File: src/rtl/msg_tx_pkg.sv
// msg_tx_pkg: shared types and constants for the message transmit scheduler.
//   state_t      FSM encoding (IDLE, ARM, WAIT_DONE, CLEAR)
//   msg_t        16-byte message buffer, byte i at bits [8i+7:8i]
//   MSG_CHARS    buffer depth in characters
//   ASCII_*      character codes recognised by the editor
package msg_tx_pkg;

    localparam int MSG_CHARS = 16;

    localparam logic [7:0] ASCII_SPACE = 8'h20;
    localparam logic [7:0] ASCII_BS    = 8'h08;
    localparam logic [7:0] ASCII_CR    = 8'h0D;
    localparam logic [7:0] ASCII_MAX   = 8'h7E;

    typedef enum logic [1:0] {
        IDLE,
        ARM,
        WAIT_DONE,
        CLEAR
    } state_t;

    typedef logic [MSG_CHARS-1:0][7:0] msg_t;

    localparam msg_t MSG_BLANK = {MSG_CHARS{ASCII_SPACE}};

    function automatic logic is_printable(input logic [7:0] c);
        return (c >= ASCII_SPACE) && (c <= ASCII_MAX);
    endfunction

endpackage

File: src/rtl/msg_tx_scheduler_sync_rise.sv
// sync_rise: two-flop synchronizer with a registered rising-edge pulse.
//   clock    destination clock
//   resetn   async active-low reset, clears all flops
//   async_in signal from a foreign clock domain
//   rise     one-cycle pulse, high in the first cycle the synchronized
//            level (s2) reads 1
module sync_rise (
    input  logic clock,
    input  logic resetn,
    input  logic async_in,
    output logic rise
);

    logic s1, s2;

    // rise(t+1) = s1(t) & ~s2(t) = s2(t+1) & ~s2(t): the registered edge of
    // the synchronized level, aligned with the cycle s2 first goes high.
    // s1 has had a full cycle to resolve before it reaches the pulse flop.
    always_ff @(posedge clock or negedge resetn) begin
        if (!resetn) begin
            s1   <= 1'b0;
            s2   <= 1'b0;
            rise <= 1'b0;
        end else begin
            s1   <= async_in;
            s2   <= s1;
            rise <= s1 & ~s2;
        end
    end

endmodule

File: src/rtl/msg_tx_scheduler.sv
// msg_tx_scheduler: keyboard line editor plus hand-off of a frozen 16-char
// message to a slow-clock link.
//   clock, resetn      clock; async active-low reset
//   char_valid/char_in keyboard strobe (acted on at its rising edge) and ASCII code
//   send_req           level request to transmit (Enter does the same)
//   tx_done            async done flag from the link
//   data_ready         message available to the link
//   tx_message         frozen message under transmission
//   edit_message       live edit buffer
//   char_count         characters in the buffer, 0..16
//   busy               FSM not in IDLE
//   overflow           sticky: printable char dropped on a full buffer
//   tx_err             sticky: link did not answer in time
// Optional feature: define MSG_TX_TIMEOUT_EN to abort WAIT_DONE after
// TIMEOUT_CYCLES cycles; otherwise WAIT_DONE waits forever and tx_err is 0.
import msg_tx_pkg::*;

module msg_tx_scheduler #(
    parameter int unsigned TIMEOUT_CYCLES = 250000000
) (
    input  logic         clock,
    input  logic         resetn,
    input  logic         char_valid,
    input  logic [7:0]   char_in,
    input  logic         send_req,
    input  logic         tx_done,
    output logic         data_ready,
    output logic [127:0] tx_message,
    output logic [127:0] edit_message,
    output logic [4:0]   char_count,
    output logic         busy,
    output logic         overflow,
    output logic         tx_err
);

    state_t state, state_nxt;
    msg_t   edit_buf, tx_buf;
    logic   char_q, char_rise, in_idle;
    logic   do_add, do_drop, do_bs, send_any;
    logic   done_rise, timeout_hit;
    logic [4:0] count_upd;
    logic [3:0] bs_idx;

    sync_rise u_done_sync (
        .clock    (clock),
        .resetn   (resetn),
        .async_in (tx_done),
        .rise     (done_rise)
    );

    assign char_rise = char_valid & ~char_q;
    assign in_idle   = (state == IDLE);
    assign do_add    = in_idle & char_rise & is_printable(char_in) & (char_count <  5'(MSG_CHARS));
    assign do_drop   = in_idle & char_rise & is_printable(char_in) & (char_count == 5'(MSG_CHARS));
    assign do_bs     = in_idle & char_rise & (char_in == ASCII_BS) & (char_count != 5'd0);
    assign send_any  = send_req | (char_rise & (char_in == ASCII_CR));
    assign bs_idx    = char_count[3:0] - 4'd1;  // count 16 wraps to byte 15

    // Count after this cycle's edit, so a char arriving with the send request
    // counts toward "buffer not empty" and lands in the ARM snapshot.
    always_comb begin
        count_upd = char_count;
        if (do_add)
            count_upd = char_count + 5'd1;
        else if (do_bs)
            count_upd = char_count - 5'd1;
    end

`ifdef MSG_TX_TIMEOUT_EN
    logic [31:0] to_cnt;

    // done takes priority if both fire in the same cycle
    assign timeout_hit = (state == WAIT_DONE) && !done_rise &&
                         (to_cnt == 32'(TIMEOUT_CYCLES - 1));

    always_ff @(posedge clock or negedge resetn) begin
        if (!resetn) begin
            to_cnt <= '0;
            tx_err <= 1'b0;
        end else begin
            if (state == ARM)
                to_cnt <= '0;
            else if (state == WAIT_DONE)
                to_cnt <= to_cnt + 32'd1;
            if (timeout_hit)
                tx_err <= 1'b1;
        end
    end
`else
    logic unused_timeout_cfg;
    assign unused_timeout_cfg = (TIMEOUT_CYCLES == 0);
    assign timeout_hit = 1'b0;
    assign tx_err      = 1'b0;
`endif

    always_ff @(posedge clock or negedge resetn) begin
        if (!resetn)
            state <= IDLE;
        else
            state <= state_nxt;
    end

    always_comb begin
        state_nxt = state;
        case (state)
            IDLE:      if (send_any && (count_upd != 5'd0)) state_nxt = ARM;
            ARM:       state_nxt = WAIT_DONE;
            WAIT_DONE: if (done_rise)        state_nxt = CLEAR;
                       else if (timeout_hit) state_nxt = IDLE;
            CLEAR:     state_nxt = IDLE;
            default:   state_nxt = IDLE;
        endcase
    end

    always_ff @(posedge clock or negedge resetn) begin
        if (!resetn) begin
            char_q     <= 1'b0;
            edit_buf   <= MSG_BLANK;
            tx_buf     <= MSG_BLANK;
            char_count <= 5'd0;
            data_ready <= 1'b0;
            overflow   <= 1'b0;
        end else begin
            char_q     <= char_valid;
            char_count <= count_upd;
            if (do_add)
                edit_buf[char_count[3:0]] <= char_in;
            if (do_bs)
                edit_buf[bs_idx] <= ASCII_SPACE;
            if (do_drop)
                overflow <= 1'b1;
            case (state)
                ARM: begin
                    tx_buf     <= edit_buf;
                    data_ready <= 1'b1;
                end
                // Dropping here (not in CLEAR) puts the fall on the third
                // edge after tx_done rises.
                WAIT_DONE: if (done_rise || timeout_hit) data_ready <= 1'b0;
                CLEAR: begin
                    data_ready <= 1'b0;
                    edit_buf   <= MSG_BLANK;
                    char_count <= 5'd0;
                end
                default: ;
            endcase
        end
    end

    assign edit_message = edit_buf;
    assign tx_message   = tx_buf;
    assign busy         = (state != IDLE);

endmodule

File: config.mk
export PLATFORM = sky130hd
export DESIGN_NAME = msg_tx_scheduler
export DESIGN_NICKNAME = d
export VERILOG_FILES = /design/src/rtl/msg_tx_pkg.sv /design/src/rtl/msg_tx_scheduler_sync_rise.sv /design/src/rtl/msg_tx_scheduler.sv
export SDC_FILE = /design/constraint.sdc
export NUM_CORES = 1
export LEC_CHECK = 0
export ABC_AREA = 1
export BUFFER_PORTS_ARGS = -buffer_cell sky130_fd_sc_hd__buf_2
export CAP_MARGIN = 20
export CORE_MARGIN = 3
export CORE_UTILIZATION = 40
export DETAILED_ROUTE_END_ITERATION = 7
export PLACE_DENSITY_LB_ADDON = 0.05
export SYNTH_ARGS = -nofsm -noshare
export SYNTH_HDL_FRONTEND = slang
export SYNTH_SLANG_ARGS = --single-unit
File: constraint.sdc
create_clock -name clock -period 2.9 [get_ports clock]
set_input_delay 0.145 -clock clock [delete_from_list [all_inputs] [get_ports clock]]
set_output_delay 0.145 -clock clock [all_outputs]
set_load 0.01 [all_outputs]
==> results of run 1 <==
==> sequential cells by signal, summed over array words and instances, names as in the netlist <==
name	cells
u_done_sync.s2	1
char_count	5
tx_message	128
state	2
char_q	1
u_done_sync.rise	1
overflow	1
u_done_sync.s1	1
edit_message	128
data_ready	1
==> cell type report <==
cell class,count,area [um2],area share [%]
Inverter,57,216,1.58
Sequential cell,269,6770,49.4
Clock buffer,50,906,6.61
Timing Repair Buffer,298,1640,12.0
Clock inverter,6,116,0.849
Multi-Input combinational cell,533,3640,26.6
Tap cell,335,419,3.06
==> stage by stage <==
step / hold slack, ns / worst slack (ns) / cell area [um2] / util, %
3_5_place_dp: 0.187 / 0.450 / 12600 / 47.8
2_1_floorplan: -0.151 / 0.999 / 10800 / -
5_1_grt: 0.0732 / 0.179 / 13700 / 52.0
4_1_cts: 0.0474 / 0.448 / 13700 / 52.0
6_report: 0.0714 / 0.463 / 13700 / 52.0
3_3_place_gp: 0.193 / 0.508 / 12600 / 47.8
==> cells in the mapped netlist (all sizes together) <==
library cell | count | share of area, %
xor2 | 3 | 0.24
nand4 | 3 | 0.17
or2 | 1 | 0.058
a31oi | 1 | 0.058
o211ai | 14 | 0.97
o21bai | 1 | 0.069
dfrtp | 237 | 55
ha | 10 | 1.2
and3 | 14 | 0.81
buf | 21 | 1.2
nand2 | 61 | 2.3
conb | 1 | 0.035
nor3b | 1 | 0.069
mux2 | 127 | 13
a41o | 1 | 0.092
clkbuf | 21 | 0.73
nor3 | 1 | 0.046
xnor2 | 1 | 0.081
dfstp | 32 | 7.8
nor2 | 70 | 3.1
a21oi | 103 | 5.3
o21ai | 103 | 4.8
inv | 57 | 2.0
o22ai | 1 | 0.058
nand3 | 16 | 0.97
==> logic make-up after synthesis <==
group	synth area share, %
DFF	62.6
AOI/OAI and AO/OA	11.3
and+or+nand+nor	7.51
muxes	13.2
buffers and inverters	3.92
adders and majority gates	1.16
xor gates and xnor gates	0.324
other	0.0346
==> final timing paths <==
path / from / endpoint / slack (ns) / cells after the start
worst max-delay path: state[1] / edit_message[39] / 0.46 / 10
worst min-delay path: send_req / state[0] / 0.07 / 6
worst max register to register: state[1] / edit_message[39] / 0.46 / 10
worst min register to register: u_done_sync.s1 / u_done_sync.s2 / 0.38 / 0
max in group asynchronous: resetn / edit_message[13] / 1.85 / 3
min in group asynchronous: resetn / tx_message[66] / 0.20 / 2
==> worst max-delay path, cell delays in order, from the launching register on <==
cell and delay [ns]:
dfrtp_1 0.41, inv_1 0.14, ha_1 0.24, nand3_1 0.16, nor2_2 0.20, nand3_4 0.17
nor2_1 0.16, inv_2 0.08, nor2_2 0.41, inv_1 0.16, and3_1 0.20
==> power by group through the flow <==
stage | clock, W | combinational [W] | sequential, W
after floorplan | 0 | 0.00148 | 0.00436
after global placement | 0 | 0.00246 | 0.00427
after detailed placement | 0 | 0.00246 | 0.00427
after CTS | 0.00397 | 0.00249 | 0.00421
after global routing | 0.00412 | 0.00268 | 0.00424
final | 0.00385 | 0.00244 | 0.00421
==> layer usage <==
| metal | up-vias | share of wire (%) |
|---|---|---|
| met3 | 34 | 5.6 |
| li1 | 3681 | - |
| met5 | - | 0 |
| met1 | 3819 | 46 |
| met4 | 0 | 2.0 |
| met2 | 229 | 46 |
==> timing repair <==
action                    4_1_cts  5_1_grt
hold endpoints to repair       87        0
hold buffers                    8        0
buffers inserted                0        0
==> impl_metrics.json, run 1 <==
{
  "wl_um": 29100,
  "period_minus_slack_ns": 2.44,
  "ys_seq_area_share_pct": 62.6,
  "clk_pin_slew_worst_paths_ns": 0.06,
  "drv_slew": 0,
  "drt_iter0_drc": 395,
  "swShare_pct": 30.2,
  "p_leak_nw": 7.44,
  "cts_tree": "done",
  "clkPwrFrac_pct": 36.7,
  "initial_utilization_pct": 41.1,
  "instances_no_fill": 1548,
  "avgSynthCellArea_um2": 12.0,
  "cts_buffers": 30,
  "dp_cells": 1484,
  "overflow": 0,
  "use_met1_pct": 27.9,
  "dr.pass1.iters": 5,
  "p_sw_w": 0.00317,
  "ios": 278,
  "power_density_nw_per_um2": 765,
  "grt_use_total_pct": 19.6,
  "clk_path_buf_depth": 3,
  "dp_hpwl_um": 20200,
  "grt.busiest_layer": "met2",
  "final_common_cell": "buf_2",
  "via_count": 7763,
  "mostFrequentLayoutCells": "buf_2 (275), dfrtp_1 (237), mux2_2 (127), o21ai_0 (99), a21oi_1 (88)",
  "vias_per_cell": 5.01,
  "hold_viol": 0,
  "ant_nets": 0,
  "synth_cells": 901,
  "p_total_w": 0.0105,
  "cts.repair.resized": 0,
  "grt_max_degree": 81,
  "synth_fp_nets": 924,
  "tightest_slew_ns": 0.628,
  "cp.required_ns": 3.34,
  "drive_gt1_share_pct": 45.3,
  "drc": 0,
  "die_w_um": 171,
  "antenna_found_initial": 0,
  "rows": 59,
  "synth_cell_type_count": 37,
  "dieHeight_um": 171,
  "diodes": 0,
  "timing.final.crit_share_pct": 84.0,
  "cp-start-kind": "flip-flop",
  "intPower_w": 0.00732,
  "crit_arrival_ns": 2.87,
  "tns_ns": 0,
  "max_slew_margin_pct": 58.1,
  "rsz0062_at_grt": "false",
  "die_area_um2": 29100,
  "fillers": 2345,
  "holdCritPathClass": "in2reg",
  "core_um2": 26400,
  "cts_sinks": 269,
  "endpoint_kind": "flip-flop",
  "fmax_mhz": 410,
  "place_congestion": 0.875,
  "first_global_vias": 7651,
  "clk_latency_ns": 0.55,
  "setup_violations": 0,
  "detail_route.wl_per_cell_um": 18.8,
  "ir_worst_vdd_uv": 483,
  "power_frac_comb_pct": 23.3,
  "fin_nets": 1212,
  "maxCapViolations": 0,
  "clock-skew-final_ns": 0.0144,
  "port_buffers": 276,
  "area_delta_synth_final_pct": 26.7,
  "run_status": "finished, final reports clean",
  "crit_type": "reg2reg",
  "ys_ff_latch": 269,
  "ctsRootBufferMaster": "clkbuf_16",
  "cp_max_fo": 12,
  "synth_area_um2": 10800,
  "htree_levels": 1,
  "grt_first_pass_wirelength_um": 45200,
  "ys_warn_count": 0,
  "grt_use_met3_pct": 3.51,
  "met2_usage_pct": 31.5,
  "p_seq_share_pct": 40.1
}
Note: power is estimated with default switching activity, not from simulation.
==> run 2: changes to the inputs <==
==> constraint.sdc (replaced) <==
create_clock -name clock -period 2.1 [get_ports clock]
set_input_delay 0.105 -clock clock [delete_from_list [all_inputs] [get_ports clock]]
set_output_delay 0.105 -clock clock [all_outputs]
set_load 0.01 [all_outputs]
==> run 2 against run 1 <==
Against the previous run:
- setup slack lost 0.33 ns
- non-clock buffer count grew 38
- clock skew shrank 0.0029 ns
- critical path depth shrank 2
- sequential power grew 37%
==> impl_metrics.json, run 2 (synthesized netlist as in run 1, its figures left out) <==
{
  "dieHeight_um": 171,
  "clk_pin_slew_worst_paths_ns": 0.06,
  "first_global_vias": 7662,
  "dp_cells": 1518,
  "diodes": 0,
  "cpLargestDelayFamily": "simple AND/OR/NAND/NOR gates",
  "grt_max_degree": 81,
  "drv_slew": 0,
  "clkPwrFrac_pct": 35.4,
  "drive_gt1_share_pct": 47.8,
  "maxCapViolations": 0,
  "cts_buffers": 29,
  "ios": 278,
  "die_area_um2": 29100,
  "area_delta_synth_final_pct": 30.7,
  "timing.final.crit_share_pct": 93.9,
  "dp_hpwl_um": 20200,
  "cp-start-kind": "flip-flop",
  "fin_nets": 1250,
  "dr.pass1.iters": 5,
  "cts_sinks": 269,
  "run_status": "finished, final reports clean",
  "wl_um": 29000,
  "slowest_stage": "dfrtp_1",
  "p_total_w": 0.0148,
  "setup_violations": 0,
  "ctsRootBufferMaster": "clkbuf_16",
  "cp_max_fo": 7,
  "fillers": 2356,
  "endpoint_kind": "flip-flop",
  "drc": 0,
  "detail_route.wl_per_cell_um": 18.3,
  "overflow": 0,
  "cts_tree": "done",
  "crit_chain": "inv_2 > ha_1 > xnor2_2 > inv_1 > nor2_2 > a21oi_4 > buf_4 > and3_1",
  "max_stage_delay_ns": 0.35,
  "fmax_mhz": 507,
  "p_leak_nw": 7.66,
  "final_common_cell": "buf_2",
  "grt_first_pass_wirelength_um": 45000,
  "mostFrequentLayoutCells": "buf_2 (276), dfrtp_1 (236), mux2_2 (127), o21ai_0 (98), a21oi_1 (88)",
  "drt_iter0_drc": 395,
  "core_um2": 26400,
  "ant_nets": 0,
  "die_w_um": 171,
  "p_sw_w": 0.00447,
  "max_slew_margin_pct": 66.5,
  "holdCritPathClass": "in2reg",
  "htree_levels": 1,
  "swShare_pct": 30.3,
  "utilization_pct": 53.7,
  "ir_worst_vdd_uv": 614,
  "period_minus_slack_ns": 1.97,
  "grt_use_total_pct": 19.3,
  "tightest_slew_ns": 0.502,
  "hold_viol": 0,
  "rows": 59,
  "clock-skew-final_ns": 0.0114,
  "via_count": 7952,
  "place_congestion": 0.828,
  "power_density_nw_per_um2": 1040,
  "fin_area_um2": 14100,
  "cp.required_ns": 2.53,
  "intPower_w": 0.0103,
  "port_buffers": 276,
  "crit_arrival_ns": 2.40,
  "crit_type": "reg2reg",
  "clk_path_buf_depth": 3,
  "antenna_found_initial": 0,
  "dpl_cell_area_um2": 12900,
  "power_frac_comb_pct": 25.5,
  "crit_buf_inv": 3,
  "initial_utilization_pct": 41.1,
  "vias_per_cell": 5.02,
  "clk_latency_ns": 0.54,
  "instances_no_fill": 1585,
  "p_seq_share_pct": 39.1
}
## run 2: cell count changes in the layout (fill, tap and decap cells not counted), moves of 3 or more
cell	before	now
a21oi_2	15	8
a21oi_4	0	7
buf_12	5	9
buf_4	9	41
nor2_1	47	44
nor2_4	0	4
## run 2: power by group through the flow
stage	Sequential, W	Combinational, W	Clock [W]
2_1_floorplan	0.00602	0.00205	0
3_3_place_gp	0.00586	0.00365	0
3_5_place_dp	0.00587	0.00365	0
4_1_cts	0.00577	0.00368	0.00538
5_1_grt	0.00582	0.00412	0.00559
6_report	0.00577	0.00377	0.00523
## run 2: path summary, 6_finish.rpt
kind                                    end            from  slack [ns]  depth (start not counted)
max                        edit_message[71]   char_count[0]        0.13                          8
min                                state[1]        send_req        0.03                          6
max reg2reg                edit_message[71]   char_count[0]        0.13                          8
min reg2reg                  u_done_sync.s2  u_done_sync.s1        0.37                          0
max in group asynchronous    tx_message[37]          resetn        1.22                          3
min in group asynchronous    tx_message[71]          resetn        0.06                          2
## run 2: layout make-up
| class | count | area (um2) | share of cell area [%] |
|---|---|---|---|
| clock buffer | 49 | 891 | 6.30 |
| clock inverter | 5 | 104 | 0.734 |
| inverter | 57 | 216 | 1.53 |
| multi-input combinational | 534 | 3770 | 26.6 |
| sequential | 269 | 6770 | 47.9 |
| tap | 335 | 419 | 2.96 |
| timing repair buffer | 336 | 1980 | 14.0 |
## run 2: what timing repair did
action,in CTS,in global routing
gates resized for setup,2,23
endpoints found under the setup margin,7,126
hold buffers,8,0
endpoints found under the hold margin,255,0
setup buffers,0,3
gates cloned,0,2
pin swaps,0,3
## run 2: tightest hold or removal path, delay by kind of cell
kind / cells / cell delay [ns]
compound gates: 1 / 0.08
buf+inv: 1 / 0.08
simple gates: 4 / 0.26
## run 2: layer usage
metal | up-vias | share of wire [%] | track usage, %
li1 | 3753 | - | -
met1 | 3944 | 46 | 27.5
met2 | 217 | 47 | 31.6
met3 | 38 | 5.3 | 3.42
met4 | 0 | 1.7 | 3.67
met5 | - | 0 | 0
## run 2: per-stage QoR
stage          hold WS, ns  setup WS, ns  TNS (ns)
3_3_place_gp        0.0617      -0.00416  -0.00416
3_5_place_dp        0.0626       -0.0200   -0.0200
2_1_floorplan       -0.191         0.199         0
6_report            0.0291         0.129         0
4_1_cts             0.0137       0.00615         0
5_1_grt             0.0397       -0.0238   -0.0662
